<file path="config.mk">
export PLATFORM = sky130hd
export DESIGN_NAME = device_info_collector
export DESIGN_NICKNAME = d
export VERILOG_FILES = /design/src/rtl/device_info_collector.sv
export SDC_FILE = /design/constraint.sdc
export NUM_CORES = 1
export LEC_CHECK = 0
export ABC_AREA = 1
export CAP_MARGIN = 20
export CORE_AREA = 2 2 253 255
export DETAILED_ROUTE_END_ITERATION = 8
export DIE_AREA = 0 0 255 257
export DONT_BUFFER_PORTS = 1
export SYNTH_ARGS = -nofsm -noshare
export SYNTH_HDL_FRONTEND = slang
export SYNTH_SLANG_ARGS = --single-unit
</file>
<file path="constraint.sdc">
create_clock -name aclk -period 40 [get_ports aclk]
set_input_delay 8 -clock aclk [delete_from_list [all_inputs] [get_ports aclk]]
set_output_delay 8 -clock aclk [all_outputs]
set_load 0.02 [all_outputs]
</file>
<file path="src/rtl/device_info_collector.sv">
// Per-run statistics collector for the stream-join kernel; optional stall counter under `DEVICE_INFO_STALL_CNT_EN.
// Latency: wr_start pulses one cycle after run_finish; ctrl_done pulses one cycle after wr_done.
// Backpressure: none on the event strobes; holds the record stable in S_WAIT until the write master reports wr_done.
module device_info_collector #(
    parameter int C_M_AXI_ADDR_WIDTH = 64,
    parameter int C_M_AXI_DATA_WIDTH = 512,
    parameter int C_CNT_WIDTH        = 64
) (
    input  logic                          aclk,
    input  logic                          areset,
    input  logic                          run_start,
    input  logic                          run_finish,
    input  logic [C_M_AXI_ADDR_WIDTH-1:0] run_addr_offset,
    input  logic                          tuple_valid,
    input  logic                          result_valid,
    input  logic                          stall_valid,
    output logic                          wr_start,
    output logic [C_M_AXI_ADDR_WIDTH-1:0] wr_addr_offset,
    output logic [C_M_AXI_DATA_WIDTH-1:0] wr_device_info,
    input  logic                          wr_done,
    output logic                          busy,
    output logic                          ctrl_done
);

    typedef enum logic [1:0] {S_IDLE, S_COUNT, S_ISSUE, S_WAIT} state_t;

    localparam logic [31:0]            MAGIC   = 32'h464A_4F49;
    localparam logic [C_CNT_WIDTH-1:0] CNT_MAX = '1;
    localparam logic [C_CNT_WIDTH-1:0] CNT_ONE = C_CNT_WIDTH'(1);

    state_t state, state_nxt;

    logic [C_CNT_WIDTH-1:0] cycle_cnt, tuple_cnt, result_cnt;
    logic [C_CNT_WIDTH-1:0] cycle_nxt, tuple_nxt, result_nxt;
    logic [63:0]            stall_field;
    logic [31:0]            run_id;
    logic [C_M_AXI_DATA_WIDTH-1:0] packed_word;

    // Saturating increment: counters stick at all-ones instead of wrapping.
    function automatic logic [C_CNT_WIDTH-1:0] sat_inc(input logic [C_CNT_WIDTH-1:0] v, input logic en);
        return (en && (v != CNT_MAX)) ? v + CNT_ONE : v;
    endfunction

    // State register.
    always_ff @(posedge aclk or posedge areset) begin
        if (areset) state <= S_IDLE;
        else        state <= state_nxt;
    end

    // Next-state logic; run_finish in S_IDLE and run_start outside S_IDLE are dropped.
    always_comb begin
        state_nxt = state;
        case (state)
            S_IDLE:  if (run_start)  state_nxt = S_COUNT;
            S_COUNT: if (run_finish) state_nxt = S_ISSUE;
            S_ISSUE:                 state_nxt = S_WAIT;
            S_WAIT:  if (wr_done)    state_nxt = S_IDLE;
            default:                 state_nxt = S_IDLE;
        endcase
    end

    // FSM outputs decoded from the registered state, so they clear immediately on reset.
    always_comb begin
        busy     = (state != S_IDLE);
        wr_start = (state == S_ISSUE);
    end

    // Counter values including this cycle's events; used both to update and to snapshot on run_finish.
    always_comb begin
        cycle_nxt  = sat_inc(cycle_cnt, 1'b1);
        tuple_nxt  = sat_inc(tuple_cnt, tuple_valid);
        result_nxt = sat_inc(result_cnt, result_valid);
    end

`ifdef DEVICE_INFO_STALL_CNT_EN
    logic [C_CNT_WIDTH-1:0] stall_cnt, stall_nxt;

    // Stall counter next value.
    always_comb stall_nxt = sat_inc(stall_cnt, stall_valid);

    // Stall counter: cleared on run start, counts in S_COUNT.
    always_ff @(posedge aclk or posedge areset) begin
        if (areset)                          stall_cnt <= '0;
        else if (state == S_IDLE && run_start) stall_cnt <= '0;
        else if (state == S_COUNT)           stall_cnt <= stall_nxt;
    end

    // Zero-extended stall field.
    always_comb stall_field = 64'(stall_nxt);
`else
    logic unused_stall;
    assign unused_stall = stall_valid;

    // No stall counter in this build: the field reads as zero.
    always_comb stall_field = 64'd0;
`endif

    // Pack the record LSB first; counters are zero-extended to 64-bit fields.
    always_comb begin
        packed_word          = '0;
        packed_word[63:0]    = 64'(cycle_nxt);
        packed_word[127:64]  = 64'(tuple_nxt);
        packed_word[191:128] = 64'(result_nxt);
        packed_word[255:192] = stall_field;
        packed_word[287:256] = MAGIC;
        packed_word[319:288] = run_id;
    end

    // Statistic counters and destination address latch.
    always_ff @(posedge aclk or posedge areset) begin
        if (areset) begin
            cycle_cnt      <= '0;
            tuple_cnt      <= '0;
            result_cnt     <= '0;
            wr_addr_offset <= '0;
        end else if (state == S_IDLE && run_start) begin
            cycle_cnt      <= '0;
            tuple_cnt      <= '0;
            result_cnt     <= '0;
            wr_addr_offset <= run_addr_offset;
        end else if (state == S_COUNT) begin
            cycle_cnt      <= cycle_nxt;
            tuple_cnt      <= tuple_nxt;
            result_cnt     <= result_nxt;
        end
    end

    // Snapshot the record at run_finish; it stays frozen until the next run finishes.
    always_ff @(posedge aclk or posedge areset) begin
        if (areset)                             wr_device_info <= '0;
        else if (state == S_COUNT && run_finish) wr_device_info <= packed_word;
    end

    // Completion pulse and run numbering; wr_done only counts while waiting for it.
    always_ff @(posedge aclk or posedge areset) begin
        if (areset) begin
            ctrl_done <= 1'b0;
            run_id    <= '0;
        end else begin
            ctrl_done <= (state == S_WAIT) && wr_done;
            if (state == S_WAIT && wr_done) run_id <= run_id + 32'd1;
        end
    end

endmodule

</file>
## Word level (Yosys, flattened, before mapping)

Index checks and enable logic that the tools add are counted.

- Register bits: 529
- Output and inout bits: 579

- $add $sub $neg: 4
- Equality and inequality tests: 9
- Muxes and demuxes: 13
- Reduce and logical (&&, ||, !) cells: 9

Operators by type and width:

| kind | count |
|---|---|
| $mux 64 | 9 |
| $add 64x1->64 const B | 3 |
| $ne 64x64->1 const B | 3 |
| $add 32x1->32 const B | 1 |
| $pmux 2 s4 | 1 |
| $mux 2 | 3 |
| $ne 2x2->1 const B | 3 |
| $logic_and 1x1->1 | 5 |
| $eq 2x2->1 const B | 2 |
| $reduce_bool 2->1 | 2 |
| $reduce_and 3->1 | 1 |
| $eq 2x1->1 const B | 1 |
| $logic_not 2->1 | 1 |

## Depth between registers and ports, before layout

Gate-level depths: netlist (run 1).

- Depth after elaboration: 5
- Mapped depth: 15
- Mapped depth without buffers: 13

## Least setup slack after synthesis (run 1)

Ideal clock, no wire load.

- Path kind: in2reg
- From: input port wr_done
- To: register run_id[30]
- Library setup time: 79 ps
- Arrival: 9131 ps
- Required time: 39921 ps
- Setup slack: 30790 ps
- Stages: 9
- Path buffers: 0
- Cell sequence: nand2_1 > nor2_2 > nand2_1 > nor2_2 > nand2_1 > nor2_1 > nand2_1 > nor2_1 > xor2_1

- Longest elaborated chain between the ends: 1

RTL lines:

| item | RTL line | source |
|---|---|---|
| start: declaration | 20 | `input logic wr_done,` |
| $logic_and 1x1->1 | 141 | `if (state == S_WAIT && wr_done) run_id <= run_id + 32'd1;` |
| end signal: assignment | 141 |  |
| end: declaration | 36 | `logic [31:0] run_id;` |

No other way between the ends.
A chain may end at the register's enable or synchronous reset.

==> results of run 1 <==
==> per-stage QoR <==
step / cells / utilization [%]
6_report: 5174 / 50.3
5_1_grt: 5174 / 50.3
4_1_cts: 5172 / 50.2
3_5_place_dp: 5069 / 47.1
3_3_place_gp: 5069 / 47.1
2_1_floorplan: 4630 / -
==> kinds of logic (layout without fill, tap and decap cells) <==
family / after synthesis / in the layout / share of synthesized area, %
AOI/OAI and AO/OA: 117 / 117 / 2.00
xor gates and xnor gates: 53 / 53 / 1.54
adders and majority gates: 9 / 9 / 0.374
buffers and inverters: 714 / 412 / 13.0
DFF: 516 / 516 / 42.9
other: 1 / 274 / 0.0125
and+or+nand+nor: 2947 / 2947 / 40.2
==> where the power goes <==
group / switching [W] / internal [W] / leakage, nW
registers: 0.000192 / 0.000615 / 6.98
clock network: 0.000225 / 0.000325 / 0.955
logic: 0.000230 / 0.0000644 / 8.11
==> final timing paths <==
kind                       cells past startpoint             endpoint       start  slack [ns]
max in group aclk                              8        cycle_cnt[24]   run_start       29.82
max reg2reg                                   10        cycle_cnt[24]    state[0]       36.44
min reg2reg                                    1           run_id[31]  run_id[31]        0.47
min                                            1           run_id[31]  run_id[31]        0.47
max                                            4        tuple_cnt[42]      areset       29.62
min in group asynchronous                      1  wr_device_info[306]      areset        7.40
==> worst max-delay path, stage by stage <==
cell                    delay (ns)
sky130_fd_sc_hd__inv_8        0.59
sky130_fd_sc_hd__buf_4        0.73
sky130_fd_sc_hd__buf_4        0.79
sky130_fd_sc_hd__buf_4        0.75
==> placed cells by master (no fill, tap or decap), types with 11 or more instances in the layout <==
cell / netlist / routed
sky130_fd_sc_hd__nand2_2: 10 / 11
sky130_fd_sc_hd__o21ai_1: 35 / 35
sky130_fd_sc_hd__nand3_1: 414 / 414
sky130_fd_sc_hd__nand4_1: 30 / 30
sky130_fd_sc_hd__conb_1: 1 / 274
sky130_fd_sc_hd__clkbuf_8: 0 / 13
sky130_fd_sc_hd__nor2_1: 441 / 439
sky130_fd_sc_hd__buf_4: 290 / 16
sky130_fd_sc_hd__xor2_1: 32 / 32
sky130_fd_sc_hd__nand2_1: 1944 / 1942
sky130_fd_sc_hd__nand3b_1: 36 / 36
sky130_fd_sc_hd__clkbuf_16: 0 / 57
sky130_fd_sc_hd__nor3_1: 18 / 18
sky130_fd_sc_hd__dfrtp_1: 516 / 515
sky130_fd_sc_hd__o21ai_0: 72 / 72
sky130_fd_sc_hd__inv_1: 282 / 279
sky130_fd_sc_hd__nor2_2: 24 / 24
sky130_fd_sc_hd__xnor2_1: 21 / 21
==> routing by layer <==
layer / global-route usage (%) / vias up / part of all wire (%)
li1: - / 12800 / -
met5: 0 / - / 0
met2: 40.7 / 734 / 46
met3: 5.76 / 108 / 7.1
met4: 5.82 / 0 / 1.9
met1: 35.7 / 12000 / 45
==> layout make-up <==
type | count | area, um^2
fillers | 6408 | 31200
multi-input cells | 3400 | 14300
flip-flops and latches | 516 | 12900
clock buffers | 79 | 1640
inverters | 289 | 1100
well taps | 846 | 1060
clock inverters | 24 | 318
repair buffers | 20 | 203
==> flip-flops by register name, summed over array words and instances (netlist names) <==
signal,cells
result_cnt,64
state,2
ctrl_done,1
wr_device_info,225
run_id,32
cycle_cnt,64
wr_addr_offset,64
tuple_cnt,64
==> flow_summary_export.csv, run 1 <==
group,metric,value,unit
outcome,outcome,"complete, no violations",
logic_synthesis,synth.area.top_cells,"sky130_fd_sc_hd__dfrtp_1 (43%), sky130_fd_sc_hd__nand2_1 (24%), sky130_fd_sc_hd__buf_4 (7.2%)",
run,max_cap_violations,0,
floorplan,core.rowCount,92,
power,worst_ir_drop_vdd,0.0000824,V
grt,pin_count_of_the_biggest_net_entering_global_routing,187,
drt,post_drt_via_cell_ratio,4.96,
logic_synthesis,post-synth-top-area-fraction,42.9,%
logic_synthesis,post-synth-top-count-cell,"sky130_fd_sc_hd__nand2_1",
cts,clk_transition_reported_paths,0.06,ns
floorplan,start_util,48.0,%
worst_setup_path,critPathKind,"primary input to async pin",
cts,cts_hold_buffers,0,
placed_design,routabilityCongestion,0.947,
logic_synthesis,synthArstFlopShare,100,%
worst_setup_path,cp.required,40.64,ns
drt,drt-pass1-iter-count,5,
timing,period_utilization_post_route,25.9,%
power,power.density,52.3,nW/um^2
cts,post_cts.repair.setup_buffers,0,
timing,fmaxAchievable,96.4,MHz
grt,grt_antenna_before_repair,0,
cts,clock-sinks,516,
floorplan,floorplan.die_area,65500,um^2
worst_setup_path,worst_setup_path_start_kind,"primary input",
worst_setup_path,worstPathArrival,11.02,ns
drt,routedWlPerCell,16.6,um
cts,ctsResizeCount,0,
logic_synthesis,synth_flop_cell,"sky130_fd_sc_hd__dfrtp_1",
logic_synthesis,synth.lib_cells_used.distinct,39,
worst_setup_path,endpoint_kind,"async pin",
timing,worstMarginPinSlew,1.12,ns
logic_synthesis,synth_seq_area_share,42.9,%
layout,final_layout_size_suffix_gt1_share,4.25,%
timing,timing.max_slew.rel_slack,25.7,%
layout,post-route-cell-area,31500,um^2
logic_synthesis,syn-cell-area,30100,um^2
logic_synthesis,number_of_enable_type_register_cells_in_the_synthesized_netlist,0,
logic_synthesis,synthesis.instances,4357,
cts,tritoncts.num_buffers,57,
logic_synthesis,synthesis.area_per_instance,6.91,um^2
floorplan,floorplan.die.height,257,um
layout,area_growth,4.87,%
logic_synthesis,synthDominantAreaCellType,"sky130_fd_sc_hd__dfrtp_1",
drt,routed_wirelength,86100,um
drt,drc,0,
timing,timing_hold_violations_final,0,
power,static-leakage-power,16.0,nW
placed_design,dpl_ws,28.76,ns
drt,drt_iter0_markers,1911,
grt,via_count_of_the_first_global_routing_pass,23400,
placed_design,io_buffer_count,0,
timing,skew,0.0219,ns
worst_setup_path,timing.critical_path.fanout_max,137,
logic_synthesis,count_of_warnings_emitted_by_yosys,0,
placed_design,dp_hpwl,61900,um
cts,cts_root_buf,"sky130_fd_sc_hd__clkbuf_16",
logic_synthesis,synth-seq-cells,516,
timing,setup_viol,0,
placed_design,dpl_cell_area,29500,um^2
cts,tritoncts_clock_tree,"done",
drt,drt.antenna.violating_nets,0,
timing,timing.hold.ws,0.466,ns
timing,layout_min_cycle_time,10.38,ns
power,power.total,0.00165,W
timing,timing.final.max_slew_violations,0,
timing,final.setup.worst_slack,29.62,ns
layout,design.final.nets,4365,
drt,num_vias,25600,
cts,clk_path_buf_depth,3,
layout,antenna_cells_inserted,0,
grt,grt_pass1_wl,133000,um
grt,grt_total_usage,25.7,%
timing,rsz0062_at_grt,"false",
grt,globalRouteOverflowTotal,0,
timing,fin_setup_tns,0,ns
logic_synthesis,ys_top_cells_by_count,"sky130_fd_sc_hd__nand2_1 (1944), sky130_fd_sc_hd__dfrtp_1 (516), sky130_fd_sc_hd__nor2_1 (441), sky130_fd_sc_hd__nand3_1 (414), sky130_fd_sc_hd__buf_4 (290)",
floorplan,floorplan.io_pins,651,
cts,worst_skew_pair.late_latency,0.63,ns
floorplan,core,62700,um^2
floorplan,die_x,255,um
worst_hold_path,worst_hold_path_type,"register to register",
cts,htree_num_levels,2,
No activity file was read; power rests on OpenSTA's default activity.
==> run 2: changes to the inputs <==
CORE_AREA = 2 2 250 252   (was 2 2 253 255)
DIE_AREA = 0 0 252 254   (was 0 0 255 257)
PLACE_DENSITY = 0.67   (was not set)
clock period = 8.9 ns   (was 40 ns; I/O delays follow)
==> run 2 against run 1 <==
Hold slack improved by 0.0088 ns; combinational power rose to 4.5 times the previous value; via count grew 0.61%; sequential power increased to 4.5 times the previous value; design area is 0.54% lower; total power rose to 4.4 times the previous value.
==> flow_summary_export.csv, run 2 (synthesized netlist as in run 1, its figures left out) <==
group,metric,value,unit
outcome,outcome,"complete, no violations",
layout,sequential_cell_area,12900,um^2
timing,worstMarginPinSlew,1.06,ns
power,power.density,233,nW/um^2
cts,ctsResizeCount,0,
worst_setup_path,worstPathArrival,1.60,ns
timing,timing_hold_violations_final,0,
placed_design,dp_cells,5013,
worst_setup_path,critical_path.cell_chain,"buf_4",
worst_setup_path,endpoint_kind,"output port",
drt,drt_iter0_markers,2234,
grt,globalRouteOverflowTotal,0,
floorplan,floorplan.die_area,64000,um^2
layout,max_flop_register,"wr_device_info",
cts,cts_root_buf,"sky130_fd_sc_hd__clkbuf_16",
worst_setup_path,timing.rr.start,"result_cnt[0]",
worst_hold_path,timing.hold.worst.start,"run_id[31]",
worst_hold_path,worst_hold_path_type,"register to register",
floorplan,core.rowCount,91,
layout,multi_input_area,14300,um^2
drt,routed_wirelength,84400,um
grt,grtUsageMet2,42.1,%
grt,grt_total_usage,26.0,%
timing,final.setup.worst_slack,5.52,ns
timing,timing.max_slew.rel_slack,29.3,%
grt,via_count_of_the_first_global_routing_pass,23700,
grt,grt_use_met3,6.67,%
grt,grt_pass1_wl,132000,um
layout,layout_commonest_cell,"sky130_fd_sc_hd__nand2_1",
drt,drt.antenna.violating_nets,0,
timing,setup_viol,0,
layout,post-route-cell-area,31400,um^2
layout,area_growth,4.30,%
run,max_cap_violations,0,
cts,clk_transition_reported_paths,0.06,ns
cts,tritoncts.num_buffers,56,
drt,drt-pass1-iter-count,5,
placed_design,routabilityCongestion,0.963,
layout,final_util,51.2,%
worst_setup_path,timing.critical_path.slowest_stage_cell,"sky130_fd_sc_hd__buf_4",
placed_design,io_buffer_count,0,
cts,cts_hold_buffers,0,
grt,grt_antenna_before_repair,0,
placed_design,dpl_ws,4.99,ns
grt,pin_count_of_the_biggest_net_entering_global_routing,187,
timing,period_utilization_post_route,38.0,%
floorplan,start_util,49.1,%
cts,clk_path_buf_depth,3,
floorplan,die_x,252,um
grt,gr-usage-met1,34.2,%
layout,post_layout_nonfiller_instances,5116,
timing,rsz0062_at_grt,"false",
cts,post_cts.repair.setup_buffers,0,
layout,filler_cell_count,6113,
worst_setup_path,critPathMaxStageDelay,0.62,ns
drt,drc,0,
power,worst_ir_drop_vdd,0.000336,V
worst_setup_path,cp.required,7.12,ns
placed_design,dp_hpwl,61200,um
cts,tritoncts_clock_tree,"done",
timing,fmaxAchievable,296,MHz
worst_setup_path,cpLargestDelayFamily,"buffers and inverters",
cts,htree_num_levels,2,
worst_setup_path,path_buf_inv,1,
floorplan,floorplan.io_pins,651,
drt,post_drt_via_cell_ratio,5.04,
layout,largest_reg_flops,225,
layout,layout_common_cells,"sky130_fd_sc_hd__nand2_1 (1942), sky130_fd_sc_hd__dfrtp_1 (515), sky130_fd_sc_hd__nor2_1 (439), sky130_fd_sc_hd__nand3_1 (414), sky130_fd_sc_hd__inv_1 (280)",
timing,fin_setup_tns,0,ns
drt,routedWlPerCell,16.5,um
worst_setup_path,critPathKind,"register to output port",
cts,worst_skew_pair.late_latency,0.62,ns
timing,skew,0.0247,ns
floorplan,floorplan.die.height,254,um
placed_design,dpl_cell_area,29500,um^2
timing,timing.final.max_slew_violations,0,
power,static-leakage-power,16.0,nW
cts,clock-sinks,516,
drt,num_vias,25800,
floorplan,core,61300,um^2
worst_setup_path,worst_setup_path_start_kind,"register",
grt,busiest_layer,"met2",
timing,layout_min_cycle_time,3.38,ns
worst_setup_path,timing.critical_path.fanout_max,14,
layout,design.final.nets,4362,
worst_setup_path,crit_start,"wr_device_info[286]",
layout,antenna_cells_inserted,0,
layout,final_layout_size_suffix_gt1_share,4.18,%
[run 2: cell count changes in the layout (fill, tap and decap cells not counted), moves of 2 or more]
cell / change
sky130_fd_sc_hd__bufinv_16: -3
sky130_fd_sc_hd__clkinv_8: -2
sky130_fd_sc_hd__buf_12: +2
sky130_fd_sc_hd__buf_4: -2
sky130_fd_sc_hd__clkinv_2: +3
sky130_fd_sc_hd__clkbuf_8: +3
[run 2: stage by stage]
stage	total power, W	hold slack, ns
detailed placement	0.00499	0.469
floorplan	0.00463	0.442
global placement	0.00498	0.458
CTS	0.00740	0.478
global route	0.00770	0.497
finish	0.00732	0.475
[run 2: cell type report]
cell class,instances,area share [%]
well taps,790,3.15
flip-flops and latches,516,41.2
repair buffers,18,0.590
clock inverters,20,0.622
multi-input cells,3400,45.6
inverters,289,3.49
clock buffers,83,5.37
[run 2: final timing paths]
path,endpoint,slack [ns],cells past startpoint
worst max-delay path,wr_device_info[286],5.52,1
worst min-delay path,run_id[31],0.48,1
worst max register to register,wr_device_info[161],5.67,11
worst min register to register,run_id[31],0.48,1
max in group asynchronous,wr_addr_offset[3],5.82,3
min in group asynchronous,wr_device_info[144],1.11,1
[run 2: where the power goes]
part	total (W)	leakage [nW]	internal (W)	switching, W
sequential	0.00362	6.98	0.00276	0.000860
combinational	0.00131	8.10	0.000291	0.00102
clock	0.00238	0.932	0.00139	0.000989
[run 2: layer usage]
| metal | up-vias | share of wire [%] |
|---|---|---|
| met4 | 0 | 2.8 |
| met2 | 893 | 47 |
| met1 | 12000 | 42 |
| li1 | 12800 | - |
| met3 | 144 | 8.3 |
| met5 | - | 0 |
